===== config.mk =====
export PLATFORM = sky130hd
export DESIGN_NAME = burst_master
export DESIGN_NICKNAME = d
export VERILOG_FILES = /design/src/rtl/burst_master.sv
export SDC_FILE = /design/constraint.sdc
export NUM_CORES = 1
export LEC_CHECK = 0
export BUFFER_PORTS_ARGS = -buffer_cell sky130_fd_sc_hd__buf_2
export CORE_ASPECT_RATIO = 0.9
export CORE_MARGIN = 2
export CORE_UTILIZATION = 35
export DETAILED_ROUTE_END_ITERATION = 10
export PLACE_DENSITY = 0.72
export SLEW_MARGIN = 20
export SYNTH_ARGS = -nofsm -noshare
export SYNTH_HDL_FRONTEND = slang
export SYNTH_SLANG_ARGS = --single-unit
export TNS_END_PERCENT = 1

===== constraint.sdc =====
create_clock -name clk -period 1.6 [get_ports clk]
set_input_delay 0.32 -clock clk [delete_from_list [all_inputs] [get_ports clk]]
set_output_delay 0.32 -clock clk [all_outputs]
set_load 0.005 [all_outputs]

===== src/rtl/burst_master.sv =====
// Single-outstanding burst master: sequences AR/R or AW/W/B handshakes toward the memory
// slave, streams read beats back and reports one completion (with timeout abort) per command.
module burst_master #(
  parameter int unsigned TIMEOUT = 63
) (
  input  logic        clk,
  input  logic        rst,
  input  logic        cmd_valid,
  output logic        cmd_ready,
  input  logic        cmd_write,
  input  logic [7:0]  cmd_addr,
  input  logic [3:0]  cmd_len,
  input  logic [3:0]  cmd_id,
  input  logic [7:0]  wd_data,
  input  logic        wd_valid,
  output logic        wd_ready,
  output logic [7:0]  rd_data,
  output logic        rd_err,
  output logic        rd_valid,
  output logic        rd_last,
  output logic        done,
  output logic [4:0]  done_resp,
  output logic        done_tmo,
  output logic        ARVALID,
  input  logic        ARREADY,
  output logic [15:0] IN,
  output logic        RREADY,
  input  logic        RVALID,
  input  logic        RLAST,
  input  logic [8:0]  OUT,
  output logic        AWVALID,
  input  logic        AWREADY,
  output logic [11:0] AWIN,
  output logic        WVALID,
  output logic        WLAST,
  output logic [7:0]  WDATA,
  input  logic        WREADY,
  input  logic        BVALID,
  output logic        BREADY,
  input  logic [4:0]  BRESP,
  input  logic        RIDLE,
  input  logic        WIDLE
);

  localparam int unsigned ADDR_W = 8;
  localparam int unsigned LEN_W  = 4;
  localparam int unsigned ID_W   = 4;
  localparam int unsigned DATA_W = 8;
  localparam int unsigned RESP_W = 5;
  localparam int unsigned BEAT_W = 5;
  localparam int unsigned TMO_W  = $clog2(TIMEOUT + 1);

  typedef enum logic [2:0] {
    S_IDLE, S_WAITIDLE, S_AR, S_R, S_AW, S_W, S_B, S_DONE
  } state_e;

  state_e state, state_next;

  logic [ADDR_W-1:0] addr_q;
  logic [LEN_W-1:0]  len_q;
  logic [ID_W-1:0]   id_q;
  logic              write_q;
  logic              any_err_q;
  logic [BEAT_W-1:0] beat_cnt;
  logic [TMO_W-1:0]  tmo_cnt;

  logic accept, busy, xfer, last_beat, tmo_abort;

  logic              cmd_ready_d, arvalid_d, rready_d, awvalid_d, bready_d;
  logic              rd_valid_d, rd_err_d, rd_last_d, done_d, done_tmo_d;
  logic [DATA_W-1:0] rd_data_d;
  logic [RESP_W-1:0] done_resp_d;

  assign accept    = (state == S_IDLE) && cmd_valid;
  assign busy      = (state != S_IDLE) && (state != S_DONE);
  assign last_beat = (beat_cnt == BEAT_W'(len_q)) || RLAST;

  // Write channel is a direct pass-through of the user write stream while in W.
  assign WVALID   = (state == S_W) && wd_valid;
  assign WDATA    = wd_data;
  assign WLAST    = (state == S_W) && (beat_cnt == BEAT_W'(len_q));
  assign wd_ready = (state == S_W) && WREADY;

  assign IN   = {addr_q, len_q, id_q};
  assign AWIN = {addr_q, id_q};

  // State register
  always_ff @(posedge clk or posedge rst) begin
    if (rst) state <= S_IDLE;
    else     state <= state_next;
  end

  // Next-state logic; a stalled handshake overrides everything once the timeout is reached.
  always_comb begin
    state_next = state;
    xfer       = 1'b0;
    tmo_abort  = 1'b0;
    case (state)
      S_IDLE: begin
        if (cmd_valid) begin
          if (cmd_write) state_next = WIDLE ? S_AW : S_WAITIDLE;
          else           state_next = RIDLE ? S_AR : S_WAITIDLE;
        end
      end
      S_WAITIDLE: begin
        if (write_q && WIDLE)        state_next = S_AW;
        else if (!write_q && RIDLE)  state_next = S_AR;
      end
      S_AR: if (ARREADY) state_next = S_R;
      S_R: begin
        if (RVALID) begin
          xfer = 1'b1;
          if (last_beat) state_next = S_DONE;
        end
      end
      S_AW: if (AWREADY) state_next = S_W;
      S_W: begin
        if (WVALID && WREADY) begin
          xfer = 1'b1;
          if (WLAST) state_next = S_B;
        end
      end
      S_B:    if (BVALID) state_next = S_DONE;
      S_DONE: state_next = S_IDLE;
      default: state_next = S_IDLE;
    endcase
    if (busy && !xfer && (state_next == state) && (tmo_cnt == TMO_W'(TIMEOUT - 1))) begin
      tmo_abort  = 1'b1;
      state_next = S_DONE;
    end
  end

  // Output logic: next values of the registered outputs, decoded from the upcoming state.
  always_comb begin
    cmd_ready_d = (state_next == S_IDLE);
    arvalid_d   = (state_next == S_AR);
    rready_d    = (state_next == S_R);
    awvalid_d   = (state_next == S_AW);
    bready_d    = (state_next == S_B);
    rd_valid_d  = (state == S_R) && xfer;
    rd_data_d   = rd_valid_d ? OUT[8:1] : '0;
    rd_err_d    = rd_valid_d && OUT[0];
    rd_last_d   = rd_valid_d && last_beat;
    done_d      = (state_next == S_DONE);
    done_tmo_d  = tmo_abort;
    done_resp_d = '0;
    if ((state_next == S_DONE) && !tmo_abort) begin
      if (write_q) done_resp_d = BRESP;
      else         done_resp_d = {any_err_q | rd_err_d, id_q};
    end
  end

  // Registered outputs, latched command, beat and timeout counters
  always_ff @(posedge clk or posedge rst) begin
    if (rst) begin
      cmd_ready <= 1'b1;
      ARVALID   <= 1'b0;
      RREADY    <= 1'b0;
      AWVALID   <= 1'b0;
      BREADY    <= 1'b0;
      rd_valid  <= 1'b0;
      rd_data   <= '0;
      rd_err    <= 1'b0;
      rd_last   <= 1'b0;
      done      <= 1'b0;
      done_resp <= '0;
      done_tmo  <= 1'b0;
      addr_q    <= '0;
      len_q     <= '0;
      id_q      <= '0;
      write_q   <= 1'b0;
      any_err_q <= 1'b0;
      beat_cnt  <= '0;
      tmo_cnt   <= '0;
    end else begin
      cmd_ready <= cmd_ready_d;
      ARVALID   <= arvalid_d;
      RREADY    <= rready_d;
      AWVALID   <= awvalid_d;
      BREADY    <= bready_d;
      rd_valid  <= rd_valid_d;
      rd_data   <= rd_data_d;
      rd_err    <= rd_err_d;
      rd_last   <= rd_last_d;
      done      <= done_d;
      done_resp <= done_resp_d;
      done_tmo  <= done_tmo_d;
      if (accept) begin
        addr_q    <= cmd_addr;
        len_q     <= cmd_len;
        id_q      <= cmd_id;
        write_q   <= cmd_write;
        any_err_q <= 1'b0;
        beat_cnt  <= '0;
      end else begin
        if (xfer)     beat_cnt  <= beat_cnt + BEAT_W'(1);
        if (rd_err_d) any_err_q <= 1'b1;
      end
      if (!busy || (state_next != state) || xfer) tmo_cnt <= '0;
      else                                        tmo_cnt <= tmo_cnt + TMO_W'(1);
    end
  end

endmodule


* Word-level counts from Yosys, hierarchy flattened
Cells that the tools add are included.
Cells by class: divide/modulo/power cells 0, equal/unequal tests 17, multipliers 0, $add $sub $neg 2, shift-type cells 0, reductions and logical operators 27, muxes and demuxes 27, magnitude comparators 0, bitwise gates (word level) 1
Operators with widths (number):
- $mux 3 | 13
- $pmux 3 s8 | 1
- $eq 3x3->1 const B | 7
- $mux 5 | 4
- $logic_and 1x1->1 | 15
- $eq 3x2->1 const B | 4
- $mux 8 | 1
- $add 6x1->6 const B | 1
- $eq 6x6->1 const B | 1
- $logic_not 3->1 | 2
- $mux 6 | 1
- $add 5x1->5 const B | 1
- $eq 5x4->1 | 1
- $mux 1 | 5
- $logic_not 1->1 | 4
- $reduce_bool 2->1 | 2
- $eq 3x1->1 const B | 1
- $eq 3x3->1 | 1
- $logic_or 1x1->1 | 3
- $ne 3x3->1 | 1
- $ne 3x3->1 const B | 1
- $reduce_bool 3->1 | 1
- $mux 2 | 1
- $pmux 1 s2 | 1
- $or 1x1->1 | 1
Storage, ports and cells: logic and storage cells 94, ROM bits 0, output and inout bits 62, RAM bits 0, latch bits 0, register bits after elaboration 55, memories 0

* Logic depth before layout (Yosys ltp)
Gate-level depths: netlist of run 1.
depth after elaboration 14, mapped depth 7

* Least setup slack after synthesis of run 1
OpenSTA, ideal clock, no wires.
path type reg2reg, start register state[2], end register addr_q[7], setup time 0.125 ns, buffers on the path 3, clock period less this slack 1.656 ns, cell stages (with the launch flop) 7, arrival 1.531 ns, setup slack -0.056 ns, path through dfrtp_1 buf_4 nor3_1 and2_1 buf_2 buf_2 mux2_2
On the way: cells in the longest elaborated chain, start to end 2
Ends and longest elaborated chain:
- start, declared | RTL line 57 | state_e state, state_next;
- start signal, assigned | RTL line 90 | else state <= state_next;
- $logic_not 3->1 | RTL line 74 | assign accept = (state == S_IDLE) && cmd_valid;
- $logic_and 1x1->1 | RTL line 74
- end signal, assigned | RTL line 189 | addr_q <= cmd_addr;
- end, declared | RTL line 59 | logic [ADDR_W-1:0] addr_q;
Every way passes these cells. A chain may end at the register's enable or synchronous reset.

* Worst setup path after layout of run 1
start register len_q[0], end output WLAST
On the way: cells in the longest elaborated chain, start to end 2
Ends and longest elaborated chain:
- start, declared | RTL line 60 | logic [LEN_W-1:0] len_q;
- start signal, assigned | RTL line 190 | len_q <= cmd_len;
- $eq 5x4->1 | RTL line 81 | assign WLAST = (state == S_W) && (beat_cnt == BEAT_W'(len_q));
- $logic_and 1x1->1 | RTL line 81
- end, declared | RTL line 35 | output logic WLAST,
Every way passes these cells.

==> impl_metrics.toml, run 1 <==
[worst_setup_path]
crit_fanout = 2
cpPeakStageDelay_ns = 0.41
timing.rr.end = "RREADY"
path_buf_inv = 1
regToRegSetupSlack_ns = -0.19
worst_setup_path_start_kind = "flip-flop"
worstSetupPathType = "flip-flop to output port"
cpLargestDelayFamily = "simple AND/OR/NAND/NOR gates"
cp.required_ns = 1.28
r2r_cells = 8
path_cells = "xor2_1, nor3_4, nand2_1, nor2_2, buf_2"
cp_slowest_cell = "dfrtp_1"
crit_arrival_ns = 1.50
reg2reg_from = "len_q[0]"
cp-end-kind = "output port"

[die]
die_h_um = 88.69
placementRows = 30
core_area_mm2 = 0.007620
start_util_pct = 36.60
io_pins = 113
die_w_um = 98.10
die_area_mm2 = 0.008700

[grt]
grt_pass1_wl_mm = 10.27
grt_use_total_pct = 14.90
busiest_layer = "met2"
antenna_found_initial = 0
grtUsageMet2_pct = 24.60
grt_pass1_vias = 2091
grt_max_degree = 56
grt_overflow_total = 0
grtUsageMet3_pct = 3.397
globalRouteMet1Util_pct = 20.37

[placed_design]
post_dp_cell_area_mm2 = 0.003515
portBuffers = 96
dpl.hpwl_mm = 4.858
dpl_worst_slack_ns = -0.1401
globalplace.congestion = 0.8287
dp.cells = 436

[synth]
syn_area_mm2 = 0.002789
postSynthAreaPerCell_um2 = 11.87
ys_types = 55
postSynthNetCount = 289
synth_edf_count = 0
yosys_warnings = 0
synth-main-ff-cell = "dfrtp_1"
ys_top_cells_by_area = "dfrtp_1 48%, buf_4 7.0%, mux2_2 5.7%"
yosysTopAreaCell = "dfrtp_1"
seq_area_frac_synth_pct = 49.39
synth_top_area_share_pct = 48.45
synthCells = 235
ys_seq_elements = 55
async_flop_share_pct = 100.0

[route]
drt-pass1-iter-count = 4
routed_via_density = 4.796
drc = 0
vias = 2144
wl_mm = 6.346
final_antenna_net_count = 0
wl_per_cell_um = 14.20
drt-initial-drc-count = 102

[flow_run]
cap_violations = 0

[sta]
slew_headroom_pct = 72.26
fin_crit_sh_pct = 113.6
grt_setup_unrepaired = "yes"
postLayoutSetupSlackWorst_ns = -0.2172
max_slew.worst_pin.slew_ns = 0.4133
post-route-min-period_ns = 1.817
fmax_ghz = 0.5503
slew_violations = 0
fin_tns_setup_ns = -2.866
hold_violations = 0
clock_skew_ns = 0.008025
setup_viol = 23

[status]
violations = "setup timing"
outcome = "finished with violations"

[layout]
finalInstanceArea_mm2 = 0.003732
nFillCells = 728
antenna_cells = 0
fin_nets = 404
final_cells = 447
final_cell_mix = "94 x buf_2, 52 x dfrtp_1, 33 x buf_4, 14 x mux2_2, 11 x and2_1"
drive_above_1_share_pct = 57.26
final_common_cell = "buf_2"
area_delta_synth_final_pct = 33.83
final_util_pct = 48.98

[cts]
clk_pin_slew_ns = 0.10
cts_hold_buf = 0
cts_tree = "done"
cts_max_level = 2
cts_buffer_depth = 2
clock-root-buffer = "clkbuf_8"
cts_buffers = 5
insertion_delay_ns = 0.30
numClockSinks = 55

[power_and_ir_drop]
max-vdd-ir-drop_mv = 0.5815
leakage_nw = 1.883
p_per_area_mw_per_mm2 = 1807

[hold_path]
holdCritPathClass = "input pin to async pin"
-- tightest hold or removal path: stages --
cell and delay (ns):
buf_2 0.11, clkinvlp_4 0.07, buf_12 0.27
-- report_power, final --
part / internal [mW] / total [mW] / switching, mW
Clock: 0.316 / 0.774 / 0.459
Combinational: 1.99 / 3.76 / 1.77
Sequential: 1.87 / 2.21 / 0.336
Total: 4.18 / 6.75 / 2.56
-- kinds of logic after synthesis --
| logic type | Yosys count | synth area share (%) |
|---|---|---|
| AOI/OAI and AO/OA | 25 | 7.851 |
| xor gates and xnor gates | 12 | 3.768 |
| adders and majority gates | 4 | 1.705 |
| buffers and inverters | 39 | 9.421 |
| DFF | 55 | 49.39 |
| muxes | 24 | 9.376 |
| and+or+nand+nor | 76 | 18.48 |
-- what timing repair did --
item,4_1_cts,5_1_grt
hold endpoints to repair,0,0
setup endpoints to repair,43,44
pin swaps,2,5
resized for setup,12,14
setup buffers,3,0
-- cell usage after synthesis, types with 3 or more instances --
cell type,instances
ha_1,3
a21oi_1,4
nor4_2,5
o21ai_0,3
and2_1,12
nor2_1,10
nand2_1,9
buf_2,3
a21oi_2,3
and4b_1,3
and3_1,4
dfrtp_1,54
inv_1,5
buf_4,26
xor2_1,10
mux2i_1,7
nand4_1,3
nor3_1,9
mux2_1,3
mux2_2,14
nand3_1,5
-- per-layer routing --
metal / part of all wire (%) / routed length, µm
met1: 45 / 2867
met2: 46 / 2930
met3: 7.8 / 495
met4: 0.84 / 53
met5: 0 / 0
-- how the worst max path moves through the flow --
| stage | startpoint | to | cells after the start |
|---|---|---|---|
| after floorplan | state[2] | addr_q[7] | 6 |
| after global placement | state[2] | len_q[0] | 5 |
| after detailed placement | state[2] | tmo_cnt[5] | 6 |
| after CTS | len_q[2] | WLAST | 5 |
| after global routing | len_q[0] | WLAST | 5 |
| final | len_q[0] | WLAST | 5 |
-- layout make-up --
type                    instances  area (µm²)  share of cell area [%]
flip-flops and latches         55        1380                   36.98
multi-input cells             141        1214                   32.52
repair buffers                140       899.6                   24.10
well taps                      96       120.1                   3.218
clock buffers                   6       72.57                   1.944
inverters                       7       30.03                  0.8046
clock inverters                 2       16.27                  0.4358
-- flip-flops by register name (all words and copies together) (netlist names), 3 cells and up --
name,count
state,3
len_q,4
rd_data,8
tmo_cnt,6
addr_q,8
done_resp,5
id_q,4
beat_cnt,5
-- metrics by stage --
step | hold WS [ns] | total power [mW]
detailed placement | 0.4206 | 5.680
global placement | 0.4119 | 5.567
finish | 0.07810 | 6.745
CTS | 0.08601 | 6.673
global route | 0.08585 | 7.268
floorplan | 0.3938 | 4.422
(Power assumes the default switching activity.)
==> run 2, diff against run 1 <==
- ABC_AREA: unset -> 1
- PLACE_DENSITY: 0.72 -> 0.73
==> impl_metrics.toml, run 2 <==
[synth]
synth-main-ff-cell = "dfrtp_1"
async_flop_share_pct = 100.0
synth_edf_count = 0
synth.most_common_cell = "nand2_1"
synth_common_cells = "75 x nand2_1, 54 x dfrtp_1, 39 x inv_1, 29 x nor2_1, 20 x buf_4"
postSynthAreaPerCell_um2 = 8.971
yosys_warnings = 0
syn_area_mm2 = 0.002745
ys_types = 37
synthCells = 306
ys_seq_elements = 55
synth_top_area_share_pct = 49.23
seq_area_frac_synth_pct = 50.18
ys_top_cells_by_area = "dfrtp_1 49%, nand2_1 10%, buf_4 5.5%"
postSynthNetCount = 360
yosysTopAreaCell = "dfrtp_1"

[sta]
max_slew.worst_pin.slew_ns = 0.3693
holdWs_ns = 0.2087
clock_skew_ns = 0.01660
fin_crit_sh_pct = 114.6
hold_violations = 0
slew_headroom_pct = 75.34
post-route-min-period_ns = 1.834
setup_viol = 23
slew_violations = 0
fmax_ghz = 0.5454
postLayoutSetupSlackWorst_ns = -0.2335
grt_setup_unrepaired = "yes"

[hold_path]
min_from = "cmd_addr[6]"
holdCritPathClass = "input pin to flip-flop"
holdPathStages = 3
hold_path_end = "addr_q[6]"

[die]
start_util_pct = 36.20
die_h_um = 88.02
core_area_mm2 = 0.007582
die_w_um = 97.35
placementRows = 30
io_pins = 113
die_area_mm2 = 0.008568

[worst_setup_path]
reg2reg_from = "state[1]"
worstSetupPathType = "flip-flop to flip-flop"
regToRegSetupSlack_ns = -0.23
r2r_cells = 12
path_cells = "inv_4, nand3_4, nor3_4, nand3_2, nand2_2, nand2_4, nand3_2, nand4_4, nand2_4, a21oi_4, nand2_4, nor2_2"
crit_arrival_ns = 2.03
cp_slowest_cell = "dfrtp_2"
path_common_cell = "nand2_4"
cpPeakStageDelay_ns = 0.49
cp.required_ns = 1.79
cp-end-kind = "flip-flop"
worst_setup_path_start_kind = "flip-flop"
timing.rr.end = "tmo_cnt[3]"
crit_fanout = 7

[route]
drc = 0
wl_per_cell_um = 11.86
final_antenna_net_count = 0
routed_via_density = 4.424
drt-pass1-iter-count = 4
wl_mm = 6.202
vias = 2314
drt-initial-drc-count = 82

[layout]
final_common_cell = "buf_2"
final_cell_mix = "96 x buf_2, 75 x nand2_1, 51 x dfrtp_1, 41 x buf_4, 37 x inv_1"
final_cells = 523
largest_registers = "addr_q: 8 flops, rd_data: 8 flops, tmo_cnt: 6 flops"
drive_above_1_share_pct = 44.96
nFillCells = 762
area_delta_synth_final_pct = 32.82
fin_nets = 480
final_util_pct = 48.09
antenna_cells = 0

[power_and_ir_drop]
clockPowerShare_pct = 13.9
switchingPower_mw = 2.625
p_per_area_mw_per_mm2 = 1765
max-vdd-ir-drop_mv = 0.6653
internal_power_mw = 3.810
p_sw_share_pct = 40.80
p_comb_share_pct = 53.2
seqPwrFrac_pct = 32.9
leakage_nw = 2.105
p_total_mw = 6.436

[placed_design]
dpl_worst_slack_ns = -0.3682
portBuffers = 96
dpl.hpwl_mm = 4.862
globalplace.congestion = 0.7926
dp.cells = 511

[cts]
clock-root-buffer = "clkbuf_8"
cts_buffer_depth = 2
insertion_delay_ns = 0.30
numClockSinks = 55
cts_tree = "done"
cts_buffers = 5
clk_pin_slew_ns = 0.10
cts_max_level = 2

[grt]
grt_use_total_pct = 14.88
antenna_found_initial = 0
grt_overflow_total = 0
grt_max_degree = 32
grt_pass1_vias = 2290
grt_pass1_wl_mm = 10.35

[status]
violations = "setup timing"
outcome = "finished with violations"

[flow_run]
cap_violations = 0
==> run 2: cell types whose count changed after synthesis, sizes merged, moves of 7 or more <==
| cell | previous run | this run |
|---|---|---|
| and2 | 12 | 0 |
| buf | 31 | 22 |
| inv | 7 | 43 |
| mux2 | 17 | 0 |
| nand2 | 9 | 84 |
| nor2 | 11 | 39 |
| xor2 | 10 | 3 |
==> run 2: critical path: cells and delay by family, from the launching register on <==
family	cells	cell delay, ns
flip-flops	1	0.49
AO/OA/AOI/OAI	1	0.07
buffers and inverters	1	0.09
AND/OR/NAND/NOR	10	1.06
==> run 2: power groups by stage <==
stage          combinational (mW)  clock, mW  sequential [mW]
3_5_place_dp                 3.26          0             2.14
4_1_cts                      3.36      0.924             2.12
6_report                     3.42      0.895             2.12
5_1_grt                      3.82      0.981             2.19
3_3_place_gp                 3.20          0             2.13
2_1_floorplan                2.13          0             2.09
==> run 2: kinds of logic after synthesis <==
kind of cell             Yosys count  share of synthesized area (%)
flip-flops                        55                          50.18
multiplexers                       4                          1.459
AO/OA/AOI/OAI                     22                          5.151
AND/OR/NAND/NOR                  146                          27.12
XOR/XNOR                           4                          1.276
buffers and inverters             72                          13.45
adder cells (fa/ha/maj)            3                          1.368
==> run 2: layer usage <==
metal / track usage, % / vias to the layer above / part of all wire (%)
li1: - / 1163 / -
met1: 18.69 / 1064 / 43
met2: 25.82 / 77 / 49
met3: 3.591 / 10 / 6.5
met4: 4.672 / 0 / 1.7
met5: 0 / - / 0
==> run 2: worst max-delay path by stage <==
stage	startpoint	endpoint	slack [ns]	depth (start not counted)
finish	state[1]	tmo_cnt[3]	-0.23	12
global route	state[0]	tmo_cnt[1]	-0.39	13
CTS	state[1]	tmo_cnt[1]	-0.27	13
detailed placement	state[0]	tmo_cnt[4]	-0.37	12
global placement	state[0]	done_resp[4]	-0.27	12
floorplan	state[1]	tmo_cnt[0]	-0.16	14
==> run 2: repair_timing <==
item,in CTS,in global routing
gates resized for setup,9,10
endpoints found under the setup margin,27,28
pin swaps,4,4
endpoints found under the hold margin,13,0
hold buffers,1,0
setup buffers,2,1
cloned,0,0
==> run 2: area by class of cell <==
type                            instances  area, µm²  area share [%]
Multi-Input combinational cell        179       1039           28.48
Tap cell                               96      120.1           3.294
Clock buffer                            7      76.32           2.093
Timing Repair Buffer                  139      818.3           22.44
Sequential cell                        55       1381           37.89
Inverter                               46      181.4           4.976
Clock inverter                          1      30.03          0.8236
==> run 2: through the flow <==
step / TNS, ns / instance area (µm²)
after global placement: -4.340 / 3460
after CTS: -4.638 / 3613
after global routing: -7.519 / 3646
after floorplan: -5.563 / 2745
final: -3.935 / 3646
after detailed placement: -6.495 / 3460
==> run 3, diff against run 2 <==
- CORE_UTILIZATION: 35 -> 25
- PLACE_DENSITY: 0.73 -> 0.58
==> impl_metrics.toml, run 3 (synthesized netlist as in run 2, its figures left out) <==
[status]
outcome = "finished with violations"
violations = "hold timing, setup timing"

[sta]
fmax_ghz = 0.5401
postLayoutSetupSlackWorst_ns = -0.2515
grt_setup_unrepaired = "yes"
slew_headroom_pct = 75.81
slew_violations = 0
clock_skew_ns = 0.006047
fin_crit_sh_pct = 115.7
holdWs_ns = -0.01227
setup_viol = 24
post-route-min-period_ns = 1.851
hold_violations = 11
fin_tns_setup_ns = -4.284
max_slew.worst_pin.slew_ns = 0.3624

[die]
core_area_mm2 = 0.01077
die_w_um = 114.5
placementRows = 36
die_area_mm2 = 0.01184
start_util_pct = 25.50
die_h_um = 103.4
io_pins = 113

[route]
drt-pass1-iter-count = 4
vias = 2255
drc = 0
wl_mm = 6.640
drt-initial-drc-count = 116
routed_via_density = 4.034
wl_per_cell_um = 11.88
final_antenna_net_count = 0

[worst_setup_path]
cpPeakStageDelay_ns = 0.48
reg2reg_from = "state[1]"
critPathLaunch = "state[1]"
cp-end-kind = "flip-flop"
cp.required_ns = 1.83
crit_fanout = 6
crit_arrival_ns = 2.08
path_cells = "inv_4, nand3_4, nor3_4, nand3_2, nand2_2, nand2_2, nand2_4, nand2_4, nand4_4, nand2_2, a21oi_4, nand2_4, nor2_2"
cp_slowest_cell = "dfrtp_2"
worst_setup_path_start_kind = "flip-flop"
worstSetupPathType = "flip-flop to flip-flop"

[cts]
cts_buffer_depth = 2
clk_pin_slew_ns = 0.07
numClockSinks = 55
insertion_delay_ns = 0.29
clock-root-buffer = "clkbuf_16"
cts_max_level = 2
cts_buffers = 5
cts_tree = "done"

[power_and_ir_drop]
max-vdd-ir-drop_mv = 0.6064
p_per_area_mw_per_mm2 = 1777
leakage_nw = 2.112

[hold_path]
holdCritPathClass = "input pin to async pin"

[layout]
final_cell_mix = "96 x buf_2, 73 x nand2_1, 51 x dfrtp_1, 40 x buf_4, 37 x inv_1"
drive_above_1_share_pct = 44.60
antenna_cells = 0
largest_registers = "addr_q: 8 flops, rd_data: 8 flops, tmo_cnt: 6 flops"
final_common_cell = "buf_2"
final_util_pct = 34.44
area_delta_synth_final_pct = 35.05
fin_nets = 479
nFillCells = 1115

[flow_run]
cap_violations = 0

[grt]
antenna_found_initial = 0
grt_max_degree = 25
grt_use_total_pct = 11.61
grt_pass1_vias = 2277
grt_overflow_total = 0
grt_pass1_wl_mm = 10.76

[placed_design]
globalplace.congestion = 0.8828
portBuffers = 96
dpl.hpwl_mm = 5.193
run 3: what timing repair did:
action                                 CTS  global route
buffers inserted                         3             0
pin swaps                                5             1
setup endpoints to repair               27            27
cloned                                   0             0
endpoints found under the hold margin    0             0
resized for setup                       11             5
hold buffers                             0             0
run 3: layout make-up:
type | instances | area, µm² | area share (%)
clock buffers | 7 | 132.6 | 3.577
clock inverters | 1 | 5.005 | 0.1350
inverters | 46 | 180.2 | 4.860
multi-input cells | 179 | 1030 | 27.78
flip-flops and latches | 55 | 1381 | 37.26
well taps | 133 | 166.4 | 4.489
repair buffers | 138 | 812.0 | 21.90
run 3: stage by stage:
stage / area (µm²) / std cells / worst slack, ns / power (mW) / hold WS, ns
finish: 3707 / 559 / -0.2515 / 6.588 / -0.01227
floorplan: 2745 / 306 / -0.1640 / 4.221 / 0.4262
CTS: 3697 / 559 / -0.2753 / 6.648 / 0.003264
global placement: 3506 / 548 / -0.2641 / 5.363 / 0.3210
global route: 3707 / 559 / -0.3677 / 7.153 / 0.01823
detailed placement: 3506 / 548 / -0.4295 / 5.436 / 0.3228
run 3: critical path: cells and delay by family (launching register included):
family / cells / cell delay, ns
AND/OR/NAND/NOR: 11 / 1.06
flip-flops: 1 / 0.48
AO/OA/AOI/OAI: 1 / 0.16
buffers and inverters: 1 / 0.09
run 3: where the power goes:
part | internal, mW | switching [mW]
Combinational | 1.52 | 1.86
Sequential | 1.81 | 0.318
Clock | 0.581 | 0.504
run 3: path summary, 6_finish.rpt:
path                       slack [ns]  cells past startpoint          to
max                             -0.25                     13  tmo_cnt[0]
min                             -0.01                      2   addr_q[0]
max reg2reg                     -0.25                     13  tmo_cnt[0]
min reg2reg                      0.49                      2   addr_q[5]
max in group asynchronous        1.05                      3   cmd_ready
min in group clk                 0.22                      3     id_q[1]
run 3: layer usage:
layer / share of wire (%) / track usage, % / vias up
met4: 1.1 / 3.752 / 0
met3: 5.9 / 2.855 / 11
met2: 48 / 20.35 / 61
met5: 0 / 0 / -
met1: 45 / 14.14 / 1030
li1: - / - / 1153
